--- src/rtl/sll_iter_pkg.sv ---
// Shared definitions for the iterative left shifter: state encoding and the
// default datapath sizes used across the logic units.
package sll_iter_pkg;

    localparam int DEF_WIDTH = 16;
    localparam int DEF_SHW   = 4;

    typedef enum logic [1:0] {
        IDLE  = 2'b00,
        SHIFT = 2'b01,
        DONE  = 2'b10
    } state_t;

endpackage

--- src/rtl/sll_step.sv ---
// Combinational left shift of WIDTH bits by 0..STEP positions, zero-filled from
// the LSB. amt values above STEP select the unshifted operand.
module sll_step #(
    parameter int WIDTH = 16,
    parameter int STEP  = 1,
    parameter int AW    = $clog2(STEP + 1)
) (
    input  logic [WIDTH-1:0] a,
    input  logic [AW-1:0]    amt,
    output logic [WIDTH-1:0] y
);

    logic [WIDTH-1:0] cand [STEP+1];

    generate
        for (genvar gi = 0; gi <= STEP; gi++) begin : g_cand
            assign cand[gi] = a << gi;
        end
    endgenerate

    always_comb begin
        y = cand[0];
        for (int i = 1; i <= STEP; i++) begin
            if (amt == AW'(i)) begin
                y = cand[i];
            end
        end
    end

endmodule

--- src/rtl/sll_iter.sv ---
// Multi-cycle logical left shifter: accepts an operand over valid/ready, shifts
// it up to STEP bits per cycle, then holds the result until it is consumed.
module sll_iter
    import sll_iter_pkg::*;
#(
    parameter int WIDTH = DEF_WIDTH,
    parameter int SHW   = DEF_SHW,
    parameter int STEP  = 1
) (
    input  logic             clk,
    input  logic             rst_n,
    input  logic             in_valid,
    output logic             in_ready,
    input  logic [WIDTH-1:0] Ain,
    input  logic [SHW-1:0]   shamt,
    input  logic             flush,
    output logic             out_valid,
    input  logic             out_ready,
    output logic [WIDTH-1:0] Aout,
    output logic             busy
);

    localparam int             AW     = $clog2(STEP + 1);
    localparam logic [SHW:0]   STEP_C = (SHW + 1)'(STEP);

    generate
        if (!(STEP == 1 || STEP == 2 || STEP == 4)) begin : g_bad_step
            $error("sll_iter: STEP must be 1, 2 or 4");
        end
        if (SHW < AW) begin : g_bad_shw
            $error("sll_iter: SHW too narrow for the chosen STEP");
        end
    endgenerate

    state_t             state_reg, state_next;
    logic [WIDTH-1:0]   acc_reg, acc_next;
    logic [SHW-1:0]     cnt_reg, cnt_next;
    logic [WIDTH-1:0]   step_y;
    logic [AW-1:0]      amt;
    logic               last;

    // Final iteration shifts by whatever remains (possibly 0 when shamt=0).
    assign last = ({1'b0, cnt_reg} <= STEP_C);
    assign amt  = last ? cnt_reg[AW-1:0] : AW'(STEP);

    sll_step #(
        .WIDTH (WIDTH),
        .STEP  (STEP),
        .AW    (AW)
    ) u_step (
        .a   (acc_reg),
        .amt (amt),
        .y   (step_y)
    );

    always_ff @(posedge clk or negedge rst_n) begin
        if (!rst_n) begin
            state_reg <= IDLE;
            acc_reg   <= '0;
            cnt_reg   <= '0;
        end else begin
            state_reg <= state_next;
            acc_reg   <= acc_next;
            cnt_reg   <= cnt_next;
        end
    end

    always_comb begin
        state_next = state_reg;
        acc_next   = acc_reg;
        cnt_next   = cnt_reg;
        if (flush) begin
            state_next = IDLE;
        end else begin
            case (state_reg)
                IDLE: begin
                    if (in_valid) begin
                        acc_next   = Ain;
                        cnt_next   = shamt;
                        state_next = SHIFT;
                    end
                end
                SHIFT: begin
                    acc_next = step_y;
                    if (last) begin
                        cnt_next   = '0;
                        state_next = DONE;
                    end else begin
                        cnt_next = cnt_reg - STEP_C[SHW-1:0];
                    end
                end
                DONE: begin
                    if (out_ready) begin
                        state_next = IDLE;
                    end
                end
                default: state_next = IDLE;
            endcase
        end
    end

    assign in_ready  = (state_reg == IDLE);
    assign out_valid = (state_reg == DONE);
    assign busy      = (state_reg != IDLE);
    assign Aout      = acc_reg;

endmodule

--- config.mk ---
export PLATFORM = sky130hd
export DESIGN_NAME = sll_iter
export DESIGN_NICKNAME = d
export VERILOG_FILES = /design/src/rtl/sll_iter_pkg.sv /design/src/rtl/sll_step.sv /design/src/rtl/sll_iter.sv
export SDC_FILE = /design/constraint.sdc
export NUM_CORES = 1
export LEC_CHECK = 0
export CAP_MARGIN = 25
export CORE_UTILIZATION = 42
export DETAILED_ROUTE_END_ITERATION = 10
export GPL_TIMING_DRIVEN = 1
export PLACE_DENSITY_LB_ADDON = 0.25
export SLEW_MARGIN = 15
export SYNTH_ARGS = -nofsm -noshare
export SYNTH_HDL_FRONTEND = slang
export SYNTH_HIERARCHICAL = 1
export SYNTH_SLANG_ARGS = --single-unit
--- constraint.sdc ---
create_clock -name clk -period 1.74 [get_ports clk]
set_clock_uncertainty 0.1 [all_clocks]
set_input_delay 0.174 -clock clk [delete_from_list [all_inputs] [get_ports clk]]
set_output_delay 0.174 -clock clk [all_outputs]
set_load 0.05 [all_outputs]
==> impl_summary.md, run 1 <==
GRT
The number of global-route vias before repair came to 1071. For this run the aggregate overflow at the end of global routing stands at 0. Entering global routing, the biggest net connects 23 pins.

The first global-routing pass estimated 4.82 mm of wire. Global routing used between 10% and 20% of the available tracks across all layers. The number of antenna violations at the first check in global routing came to 0.

Cells and area
Registers take 552 sq um. The number of nets in the layout is ~210. The number of fill cells is 277. The share of layout cells above drive strength 1 is 36.6%. The area of all placed cells without fillers is roughly 2000 sq um. The antenna diode instance count is 0.

The area used by multi-input combinational logic is roughly 790 sq um. In the layout the commonest cells are sky130_fd_sc_hd__buf_4 (27), sky130_fd_sc_hd__clkdlybuf4s50_1 (24), sky130_fd_sc_hd__dfrtp_1 (21), sky130_fd_sc_hd__nand2_1 (21), sky130_fd_sc_hd__o21ai_1 (20). Relative to the synthesized area, the layout overhead comes to 41.4%.

The most common cell after layout, fill and taps aside is sky130_fd_sc_hd__buf_4. The register with the most flip-flops in the layout has 16 of them. The final core utilization is 64.0%.

Drt
Wire segments on met3 add up to 152 um in the final route. The remaining number of nets flagged by the antenna check after routing is 0. The number of remaining DRC errors is 0. The number of vias after detailed routing is 1147. The highest metal layer carrying signal wires in the routed design is met4. The sum of routed wire length over all layers is about 2.9 mm. In the final routed layout, each cell accounts on average for 12.9 um. The detailed-routed wire length on met2 is 1.45 mm.

The starting DRC count in detailed routing is 92. The wire length on met1 is between 1 and 1.5 mm. The average vias per placed instance is 5.05. The detailed-routing iteration count for the pre-antenna-repair pass is 5.

Logic synthesis
After technology mapping, the gate count stands at 132. Of the total synthesized cell area, the portion taken by full adders, half adders and majority gates is 1.78%. Summing the areas of all xor and xnor instances in the mapped netlist gives 0% of the synthesized area. The portion of the post-synthesis area used by sequential elements is 39.2%. The count of unique library cells instantiated by Yosys is 26. Summing the areas of all compound-gate instances in the mapped netlist gives 14.8% of the synthesized area.

In this run the cell area of the synthesized design comes to 1400 sq um. The mean instance size in the synthesized netlist is 10.6 sq um. The multiplexer share of the synthesized area is 25.8%. Ranked by total cell area, the synthesized netlist is headed by sky130_fd_sc_hd__dfrtp_1 (39%), sky130_fd_sc_hd__mux2i_1 (11%), sky130_fd_sc_hd__mux2_4 (9.6%). The flip-flop and latch count after synthesis is 22.

After synthesis, the largest family of logic cells by area is multiplexers. Of all cell types, the one taking the most synthesized area is sky130_fd_sc_hd__dfrtp_1. The share of the synthesized area in the top cell type is 39.2%. The number of nets in the synthesized netlist is 159. The simple-gate share of the synthesized area is 10.2%.

The total number of yosys warnings is 6.

Floorplan
Once the floorplan was initialized, standard cells occupied 45.2% of the core. In this run the standard cell core region covers between 3000 and 4000 sq um. The row count is 20.

Measured along the x axis, the die boundary spans 59.8 um. The floorplan step set the die height to 59.8 um. The die covers 3580 sq um.

44 I/O pins were placed.

Setup path
For the worst setup path, the data arrival time is 1.89 ns. The launching instance or port of the critical path is cnt_reg[0]. STA classifies the critical path startpoint as a register. The capturing element type of the critical path is a register.

Of all nets on the critical path, the largest fanout is 8. The critical register-to-register path startpoint is cnt_reg[0]. The worst setup path is of the reg -> reg kind. STA puts the critical path data required time at 1.84 ns.

Placed design
The final weighted congestion in routability-driven placement is 0.811. The placed instances occupy a cell area of 1870 sq um. The worst slack after detailed placement is -0.0639 ns. Input and output buffers added on the ports amount to 43.

The half-perimeter wire length after placement is 2.11 mm.

STA
The post-route worst setup slack is -0.0538 ns. The final setup violation count is 15. The number of slew-limit violations in the final report was 0. In this run the tightest slew margin relative to its limit is between 60 and 70%. In the finished design, the share of the clock period the worst path needs comes to 103%. Across all hold checks on the routed design, the worst slack comes to 0.100 ns. Setup repair after global routing could not meet its margin everywhere. The highest achievable clock rate is around 560 MHz. The slew at the pin closest to its max-slew limit is 0.466 ns. For the finished layout, the period the worst path requires is 1.79 ns. The count of endpoints failing hold in the final timing report was 0.

Clock network
The later-pin clock latency in the skew report is around 0.30 ns. The TritonCTS buffer count is 3. The tree is rooted in a sky130_fd_sc_hd__clkbuf_4. TritonCTS built the clock tree. The buffer depth of the longest clock path is 2. The clock slew at the register clock pins of the worst setup and hold paths is 0.13 ns.

The number of clock sinks is 22. The count of H-tree levels built during CTS is 1. The quantity of hold-fixing buffers added after cts is 0.

Pwr
Dividing total power by cell area gives a power density of 1570 nW/um^2. The static leakage is 0.990 nW. The worst-case IR drop observed on VDD is 0.868 mV.

The design draws 3.12 mW.

Hold path
The path type of the worst min-delay path is in -> async.

Job
The reported max-cap violation count is 0.

Status
The final reports fail on setup timing. The run finished, with violations left.
## what timing repair did
action                     in CTS  in global routing
cloned                          0                  1
gates resized for setup         3                  9
pin swaps                       0                  5
buffers inserted                0                  1
hold endpoints to repair        0                  0
setup endpoints to repair      15                 19
## routing by layer
layer  vias to the layer above  global-route usage, %
met1                       543                   23.9
met3                         2                   2.60
met4                         0                   4.98
met2                        35                   29.8
met5                         -                      0
li1                        567                      -
## critical path, stage by stage, from the launching register on
cell and delay (ns):
sky130_fd_sc_hd__dfrtp_2 0.46, sky130_fd_sc_hd__nor3_2 0.31, sky130_fd_sc_hd__o21ai_4 0.13, sky130_fd_sc_hd__clkbuf_16 0.19, sky130_fd_sc_hd__mux2_4 0.29, sky130_fd_sc_hd__mux2i_1 0.14
sky130_fd_sc_hd__o21ai_1 0.07
## layout make-up
class	instances	share of cell area, %
Tap cell	44	2.77
Sequential cell	22	27.8
Timing Repair Buffer	56	27.2
Multi-Input combinational cell	97	39.7
Inverter	4	0.756
Clock buffer	4	1.83
## Yosys cell counts
master	number
sky130_fd_sc_hd__o21ai_2	1
sky130_fd_sc_hd__nor2b_1	1
sky130_fd_sc_hd__a21oi_1	2
sky130_fd_sc_hd__and2b_2	2
sky130_fd_sc_hd__dfrtp_1	22
sky130_fd_sc_hd__clkbuf_1	2
sky130_fd_sc_hd__buf_6	2
sky130_fd_sc_hd__mux2_2	6
sky130_fd_sc_hd__o21bai_1	1
sky130_fd_sc_hd__nand2_1	21
sky130_fd_sc_hd__buf_12	3
sky130_fd_sc_hd__o2bb2ai_1	1
sky130_fd_sc_hd__a2bb2oi_1	1
sky130_fd_sc_hd__nand2b_1	1
sky130_fd_sc_hd__mux2_4	9
sky130_fd_sc_hd__nor2_1	5
sky130_fd_sc_hd__nor3_1	3
sky130_fd_sc_hd__a22oi_1	1
sky130_fd_sc_hd__ha_1	2
sky130_fd_sc_hd__a2bb2oi_2	2
sky130_fd_sc_hd__mux2i_1	16
sky130_fd_sc_hd__o21ai_1	20
sky130_fd_sc_hd__buf_2	2
sky130_fd_sc_hd__o31ai_4	1
sky130_fd_sc_hd__inv_1	4
sky130_fd_sc_hd__o21ai_0	1
## stage by stage
step / cells / TNS, ns
2_1_floorplan: 132 / -0.0448
3_3_place_gp: 221 / 0
3_5_place_dp: 221 / -0.382
4_1_cts: 225 / -0.277
5_1_grt: 227 / -1.88
6_report: 227 / -0.380
## where the power goes
| part | switching [mW] | total (mW) | internal [mW] |
|---|---|---|---|
| registers | 0.179 | 0.857 | 0.678 |
| logic | 1.05 | 1.98 | 0.930 |
| clock network | 0.157 | 0.285 | 0.128 |
| total | 1.39 | 3.12 | 1.73 |
## worst paths after layout
path                                 to  cells past startpoint  slack (ns)
max                             Aout[3]                      6       -0.05
min                            Aout[13]                      2        0.10
max reg2reg                     Aout[3]                      6       -0.05
min reg2reg                    Aout[15]                      2        0.45
max in group asynchronous    cnt_reg[0]                      2        1.20
min in group clk           state_reg[0]                      2        0.35
## cells by family (layout without fill, tap and decap cells)
group	count (synthesis)	in the layout
simple gates	33	33
compound gates	31	31
mux	31	31
flops	22	22
buf+inv	13	64
fa+ha+maj	2	2
Note: power is estimated with default switching activity, not from simulation.
==> inputs of run 2 (changes only) <==
- CORE_UTILIZATION: 42 -> 40
- SLEW_MARGIN: 15 -> unset
- SYNTH_HIERARCHICAL: 1 -> unset
==> run 2 against run 1 <==
Net effect: sequential share of layout area grew 0.81 points; sequential cell count is the same; die area is 8.3% lower; maximum frequency fell by 11%; first-iteration DRC count decreased by 67%; the flow finishes with violations (DRC, setup timing); count of clock-buffer cells in the layout shrank 1; highest routed layer unchanged.
==> impl_summary.md, run 2 <==
Floorplan
The placeable core area is 2830 sq um. In this run the vertical extent of the chip is roughly 57 um. The initial utilization of the core area, before any placement, comes to 43.2%. The number of top-level pins is between 40 and 50.

The die covers 3280 sq um. The width of the die is 57.3 um. Row generation in the floorplan step produced 19 rows.

Drt
The routed design uses 1.50 mm of met2 wire. The total length of routed met3 wires is 111 um. Dividing the detail-routed via count by the number of cells gives 4.99. The detailed router put a total of ~1.4 mm of wire on met1. Once detail routing completed, the nets flagged for antenna violations numbered 0. After detailed routing, the average wire length per cell comes to 13.8 um.

The sum of routed wire length over all layers is between 3 and 4 mm. The top layer used by detailed routing is met4. The number of vias after detailed routing is between 1000 and 1500. The detailed-routing iteration count for the pre-antenna-repair pass is 7. In the routed design, unresolved DRC markers number 6. The starting DRC count in detailed routing is 30.

Logic synthesis
Ranked by total cell area, the synthesized netlist is headed by sky130_fd_sc_hd__dfrtp_1 (45%), sky130_fd_sc_hd__nand2_1 (14%), sky130_fd_sc_hd__mux2_4 (11%). Counting every instance in the synthesized netlist gives 126. The most frequently used cell type in the post-synthesis netlist is sky130_fd_sc_hd__nand2_1. The fraction of synthesis flops using an asynchronous set or reset pin is 100%.

The biggest area consumer among synthesized cells is sky130_fd_sc_hd__dfrtp_1. The total number of yosys warnings is 0. The mean instance size in the synthesized netlist is 9.70 sq um.

The number of synthesized flops with an enable pin is 0. The portion of the post-synthesis area used by sequential elements is roughly 45%. The share of the synthesized area in the top cell type is between 40% and 50%. The flip-flop and latch count after synthesis is 22. The netlist area before placement is 1220 sq um. The number of nets handed over by synthesis was 153.

Counting instances in the post-synthesis netlist gives the leading cell types as sky130_fd_sc_hd__nand2_1 (45), sky130_fd_sc_hd__dfrtp_1 (22), sky130_fd_sc_hd__mux2_4 (9). The predominant post-synthesis flop cell is sky130_fd_sc_hd__dfrtp_1. The synthesized netlist contains 25 unique library cells.

Placed design
Port buffering added 43 buffers. The half-perimeter wire length after placement is 2.06 mm. The number of placed instances, taps included, is 210. Once placement finished, the instance area stood at 1770 sq um.

The final weighted congestion in routability-driven placement is 0.878.

Clock network
The number of clock sinks is 22. The clock slew at the register clock pins of the worst setup and hold paths is ~0.14 ns. The clock tree from TritonCTS is built. The count of H-tree levels built during CTS is 1. The number of hold buffers added after CTS was 0. At the later pin of the worst-skew pair, clock insertion delay measures a little over 0.3 ns.

Clock tree synthesis inserted a total of 3 buffers. The buffer cell driving the clock tree root is sky130_fd_sc_hd__clkbuf_4. The buffer depth of the longest clock path is 2.

Cells and area
For this run, the post-layout net count is 215. The share of layout cells above drive strength 1 is between 30% and 40%. The most common cell after layout, fill and taps aside is sky130_fd_sc_hd__nand2_1.

At the end of the flow the core is filled with cells to 68.2%. The area of all placed cells without fillers is about 1900 sq um. The layout overhead on the synthesized area is 57.8%. The repair_antennas step left the layout with diodes totalling 0. In the layout the commonest cells are sky130_fd_sc_hd__nand2_1 (45), sky130_fd_sc_hd__buf_4 (33), sky130_fd_sc_hd__clkdlybuf4s50_1 (24), sky130_fd_sc_hd__dfrtp_1 (21), sky130_fd_sc_hd__mux2_4 (9). The flip-flop count of the largest register after layout is 16. The final non-filler cell total is ~220.

Setup path
In this run the worst setup path begins at cnt_reg[1]. The critical path in this run is classified as reg -> reg. Walking the worst path, the cells encountered are inv_2, ha_4, nor2_2, or4_4, o21a_4, buf_12, mux2_4. Along the worst path, the maximum fanout reaches 8. Among all stages on the critical path, the largest delay is contributed by sky130_fd_sc_hd__dfrtp_1. The worst setup path is captured at a register.

The data required time of the critical path is between 1.5 and 2 ns. The data arrival time of the critical path is about 2.1 ns. The critical register-to-register path startpoint is cnt_reg[1]. The longest individual stage delay on the worst path is roughly 0.42 ns.

The worst setup path is launched from a register.

Status
The final reports fail on DRC, setup timing. The flow ran to the end, but the final reports show violations.

STA
Counting I/O delays and the setup requirement, the final critical path takes 2.02 ns. The worst pin sits at a relative slew slack of 81.0%. Setup slack on the critical path of the routed design comes to -0.278 ns. The worst path uses 116% of the clock period. Across all hold checks on the routed design, the worst slack comes to between 0.09 and 0.1 ns.

Setup repair after global routing could not meet its margin everywhere. The final sum of negative setup slack is -4.14 ns. For the pin with the worst max-slew slack, the measured transition is between 0.2 and 0.3 ns.

Timing would allow up to 495 MHz. The count of endpoints failing hold in the final timing report is 0. The number of slew-limit violations in the final report is 0. The final setup violation count is 16.

GRT
The number of antenna violations at the first check in global routing is 0. The number of global-route vias before repair was 1059. The pin count of the biggest net entering global routing is 23. The first-pass GRT wire length is approximately 4.8 mm. Across every metal layer, demand over resource in global routing totals 19.1%. After global routing the overflow that remains totals 0.

Job
The reported max-cap violation count is 0.

Pwr
In this run the static leakage power is 0.941 nW. In this run the power density over the cells is 1450 nW/um^2. The maximum vdd drop is roughly 1.0 mV.

Hold path
The path type of the worst min-delay path is in -> async.
run 2: layer usage:
metal / global-route usage (%) / up-vias
met4: 4.18 / 0
met5: 0 / -
li1: - / 539
met3: 3.63 / 4
met2: 32.8 / 28
met1: 25.1 / 517
run 2: report_power, final:
group | switching, mW | internal, mW
Sequential | 0.150 | 0.681
Combinational | 0.899 | 0.667
Clock | 0.165 | 0.233
run 2: timing repair:
| action | in CTS | in global routing |
|---|---|---|
| endpoints found under the hold margin | 0 | 0 |
| endpoints found under the setup margin | 18 | 19 |
| setup buffers | 0 | 3 |
| resized for setup | 2 | 10 |
| pin swaps | 1 | 1 |
| cloned | 0 | 1 |
run 2: kinds of logic after synthesis:
logic type / synth area share, %
adders and majority gates: 2.05
AOI/OAI and AO/OA: 9.01
and+or+nand+nor: 20.5
buffers and inverters: 6.86
DFF: 45.0
muxes: 16.6
run 2: stage by stage:
| stage | setup slack, ns | total power [mW] |
|---|---|---|
| 3_5_place_dp | -0.272 | 2.29 |
| 4_1_cts | -0.284 | 2.70 |
| 6_report | -0.278 | 2.79 |
| 2_1_floorplan | -0.324 | 1.76 |
| 5_1_grt | -0.328 | 2.93 |
| 3_3_place_gp | -0.221 | 2.26 |
run 2: cell type report:
cell class | instances | area [sq um]
Sequential cell | 22 | 552
Multi-Input combinational cell | 90 | 643
Clock inverter | 1 | 30.0
Fill cell | 218 | 900
Tap cell | 31 | 38.8
Inverter | 8 | 30.0
Timing Repair Buffer | 63 | 613
Clock buffer | 3 | 22.5
run 2: worst max-delay path, delay by kind of cell, from the launching register on:
family / cells / cell delay, ns
and+or+nand+nor: 2 / 0.45
buffers and inverters: 2 / 0.25
adders and majority gates: 1 / 0.14
DFF: 1 / 0.42
muxes: 1 / 0.29
AOI/OAI and AO/OA: 1 / 0.25
run 2: worst paths after layout:
kind,slack (ns),to,cells past startpoint
max reg2reg,-0.28,Aout[13],7
min,0.09,state_reg[0],2
min reg2reg,0.46,Aout[15],1
max in group asynchronous,1.19,cnt_reg[0],2
max,-0.28,Aout[13],7
min in group clk,0.33,state_reg[0],3
==> inputs of run 3 (changes only) <==
- PLACE_DENSITY: unset -> 0.77
- PLACE_DENSITY_LB_ADDON: 0.25 -> unset
==> run 3 against run 2 <==
Net effect: the run still ends with DRC, setup timing left; combinational power fell by 5%; count of clock-buffer cells in the layout stayed put; register-to-register slack about the same; via count is 0.28% higher; worst setup slack gained 0.0047 ns; final cell count decreased by 1.4%; routed wire length shrank 0.20%; hold slack lost 0.0041 ns; clock power is 2% higher; non-clock buffer count fell by 3; core utilization fell by 3.2 points; critical path type unchanged.
==> impl_summary.md, run 3 (synthesis results as in run 2) <==
Status
The flow ran to the end, but the final reports show violations. The final reports fail on DRC, setup timing.

Setup path
The data arrival time of the critical path is 2.14 ns. STA classifies the critical path startpoint as a register. The cell type of the slowest stage on the worst timing path is sky130_fd_sc_hd__or4_4.

The worst setup path is captured at a register. By startpoint and endpoint, the worst setup path is classified as reg -> reg. The longest individual stage delay on the worst path is ~0.42 ns. STA puts the critical path data required time at 1.86 ns. Traced cell by cell, the critical path runs through inv_2, ha_1, nor2_2, or4_4, o21a_1, buf_12, mux2_4. The maximum fanout along the worst path is 16.

Floorplan
The width of the die is 57.3 um. In this run the core area contains 19 standard-cell rows. The core region is 2830 sq um. In this run the count of I/O pins placed on the die edge is 44. Once the floorplan was initialized, standard cells occupied a little over two fifths of the core. In this run the vertical extent of the chip is around 57 um. The area of the die is 3280 sq um.

Cells and area
The most common cell after layout, fill and taps aside is sky130_fd_sc_hd__nand2_1. The number of nets in the layout is 212. Cells with a size suffix above 1 make up 34.2% of the layout. In the layout the commonest cells are sky130_fd_sc_hd__nand2_1 (45), sky130_fd_sc_hd__buf_4 (32), sky130_fd_sc_hd__clkdlybuf4s50_1 (24), sky130_fd_sc_hd__dfrtp_1 (22), sky130_fd_sc_hd__mux2_4 (9). The antenna diode instance count is 0. The layout overhead on the synthesized area is 50.4%. The register with the most flip-flops in the layout has 16 of them. For this run, the share of the core covered by cells in the final layout is 65.0%. The filler cells instantiated in the layout total 228.

Pwr
The static leakage is 0.912 nW. The clock network power share is about 15%. Combinational logic burns 54.8% of the power.

The sequential group share of total power is 30.3%. The total net switching power is 1.19 mW. The power density over cell area is 1480 nW/um^2. The internal power of the cells totals around 1.5 mW. Net switching is between 40 and 50% of the power.

The maximum vdd drop is 0.713 mV.

STA
The number of slew-limit violations in the final report is 0. The time the final worst path needs with I/O delays and setup is 2.01 ns. For the pin with the worst max-slew slack, the measured transition is 0.279 ns. Setup repair after global routing could not meet its margin everywhere. Setup violations remaining at the end of the flow were counted as 16. The max-slew headroom at the worst pin is 81.4%.

The count of endpoints failing hold in the final timing report is 0. The post-route worst setup slack is -0.274 ns. The period utilization is 116%. Summed over all failing endpoints, the final setup total negative slack is -3.93 ns.

Timing would allow up to 497 MHz.

Clock network
Counting the buffers created by CTS gives 3. The count of H-tree levels built during CTS is 1. The later-pin clock latency in the skew report is 0.32 ns.

For this design, the sink count on the clock tree is 22. For this design, the CTS-stage hold fixing added 0 buffers. Clock-pin slew was measured on the worst setup and hold paths at around 0.13 ns. The tree is rooted in a sky130_fd_sc_hd__clkbuf_4. The buffer depth of the longest clock path is 2.

The clock tree from TritonCTS is built.

Drt
In the routed design, unresolved DRC markers number 4. The detailed-routing iteration count for the pre-antenna-repair pass is 7. The starting DRC count in detailed routing is 35. The final route contains 1091 vias. In the routed layout, each cell is associated on average with a via count of 5.07. Once detail routing completed, the nets flagged for antenna violations numbered 0. The routed length per instance is around 14 um. The sum of routed wire length over all layers is 3.01 mm.

GRT
The number of global-route vias before repair is 1114. The number of antenna violations at the first check in global routing was 0. The remaining global-route overflow is 0.

The pin count of the biggest net entering global routing is 23. The first global-routing pass estimated 5.07 mm of wire. Global routing consumed, over all layers together, 20.5% of the routing resources.

Placed design
Summed over all nets, the half-perimeter wirelength after detailed placement is between 2 and 2.5 mm. At the end of routability-driven placement, the weighted congestion stood at 0.839. During placement, the flow inserted port buffers numbering 43.

Job
Max-cap violations in this run came to 0.

Hold path
The worst hold path belongs to the class in -> async.
-- run 3: cell types whose count changed in the layout (fill, tap and decap cells not counted), sizes merged --
| cell | before | now |
|---|---|---|
| clkbuf | 4 | 3 |
| buf | 38 | 36 |
-- run 3: worst max-delay path: cells and delay by family, from the launching register on --
| kind | cells | cell delay (ns) |
|---|---|---|
| AND/OR/NAND/NOR | 2 | 0.47 |
| AO/OA/AOI/OAI | 1 | 0.23 |
| multiplexers | 1 | 0.30 |
| buffers and inverters | 2 | 0.25 |
| adder cells (fa/ha/maj) | 1 | 0.16 |
| flip-flops | 1 | 0.41 |
-- run 3: timing repair --
action                                  CTS  global route
endpoints found under the setup margin   16            17
buffers inserted                          1             1
gates resized for setup                   0             3
pin swaps                                 1             1
-- run 3: cell type report --
class	count	area, sq um	area share [%]
Multi-Input combinational cell	90	606	32.9
Inverter	8	30.0	1.63
Tap cell	31	38.8	2.11
Clock buffer	3	22.5	1.23
Clock inverter	1	30.0	1.63
Sequential cell	22	551	30.0
Timing Repair Buffer	60	561	30.5
-- run 3: per-stage QoR --
step                hold slack [ns]  setup WS [ns]  power, mW  instances  area [sq um]
detailed placement            0.423         -0.280       2.29        209          1760
floorplan                    -0.222         -0.324       1.76        126          1230
CTS                           0.102         -0.273       2.70        214          1820
finish                       0.0877         -0.274       2.72        215          1840
global placement              0.396         -0.229       2.24        209          1760
global route                  0.108         -0.317       2.84        215          1840
-- run 3: power groups by stage --
stage / logic [mW] / registers (mW) / clock network [mW]
after floorplan: 0.464 / 1.30 / 0
after global placement: 1.43 / 0.817 / 0
after detailed placement: 1.46 / 0.832 / 0
after CTS: 1.47 / 0.822 / 0.404
after global routing: 1.57 / 0.847 / 0.424
final: 1.49 / 0.822 / 0.405
-- run 3: final timing paths --
path	from	cells after the start	endpoint	slack, ns
setup / recovery	cnt_reg[1]	7	Aout[8]	-0.27
hold / removal	rst_n	2	Aout[11]	0.09
setup reg to reg	cnt_reg[1]	7	Aout[8]	-0.27
hold reg to reg	Aout[15]	1	Aout[15]	0.45
max in group asynchronous	rst_n	2	cnt_reg[0]	1.23
min in group clk	in_valid	3	state_reg[0]	0.31
-- run 3: routing by layer --
layer / share of wire, % / track usage, % / vias up
met5: 0 / 0 / -
met3: 5.2 / 4.54 / 4
li1: - / - / 533
met2: 50 / 32.3 / 40
met1: 44 / 26.3 / 514
met4: 1.3 / 11.5 / 0
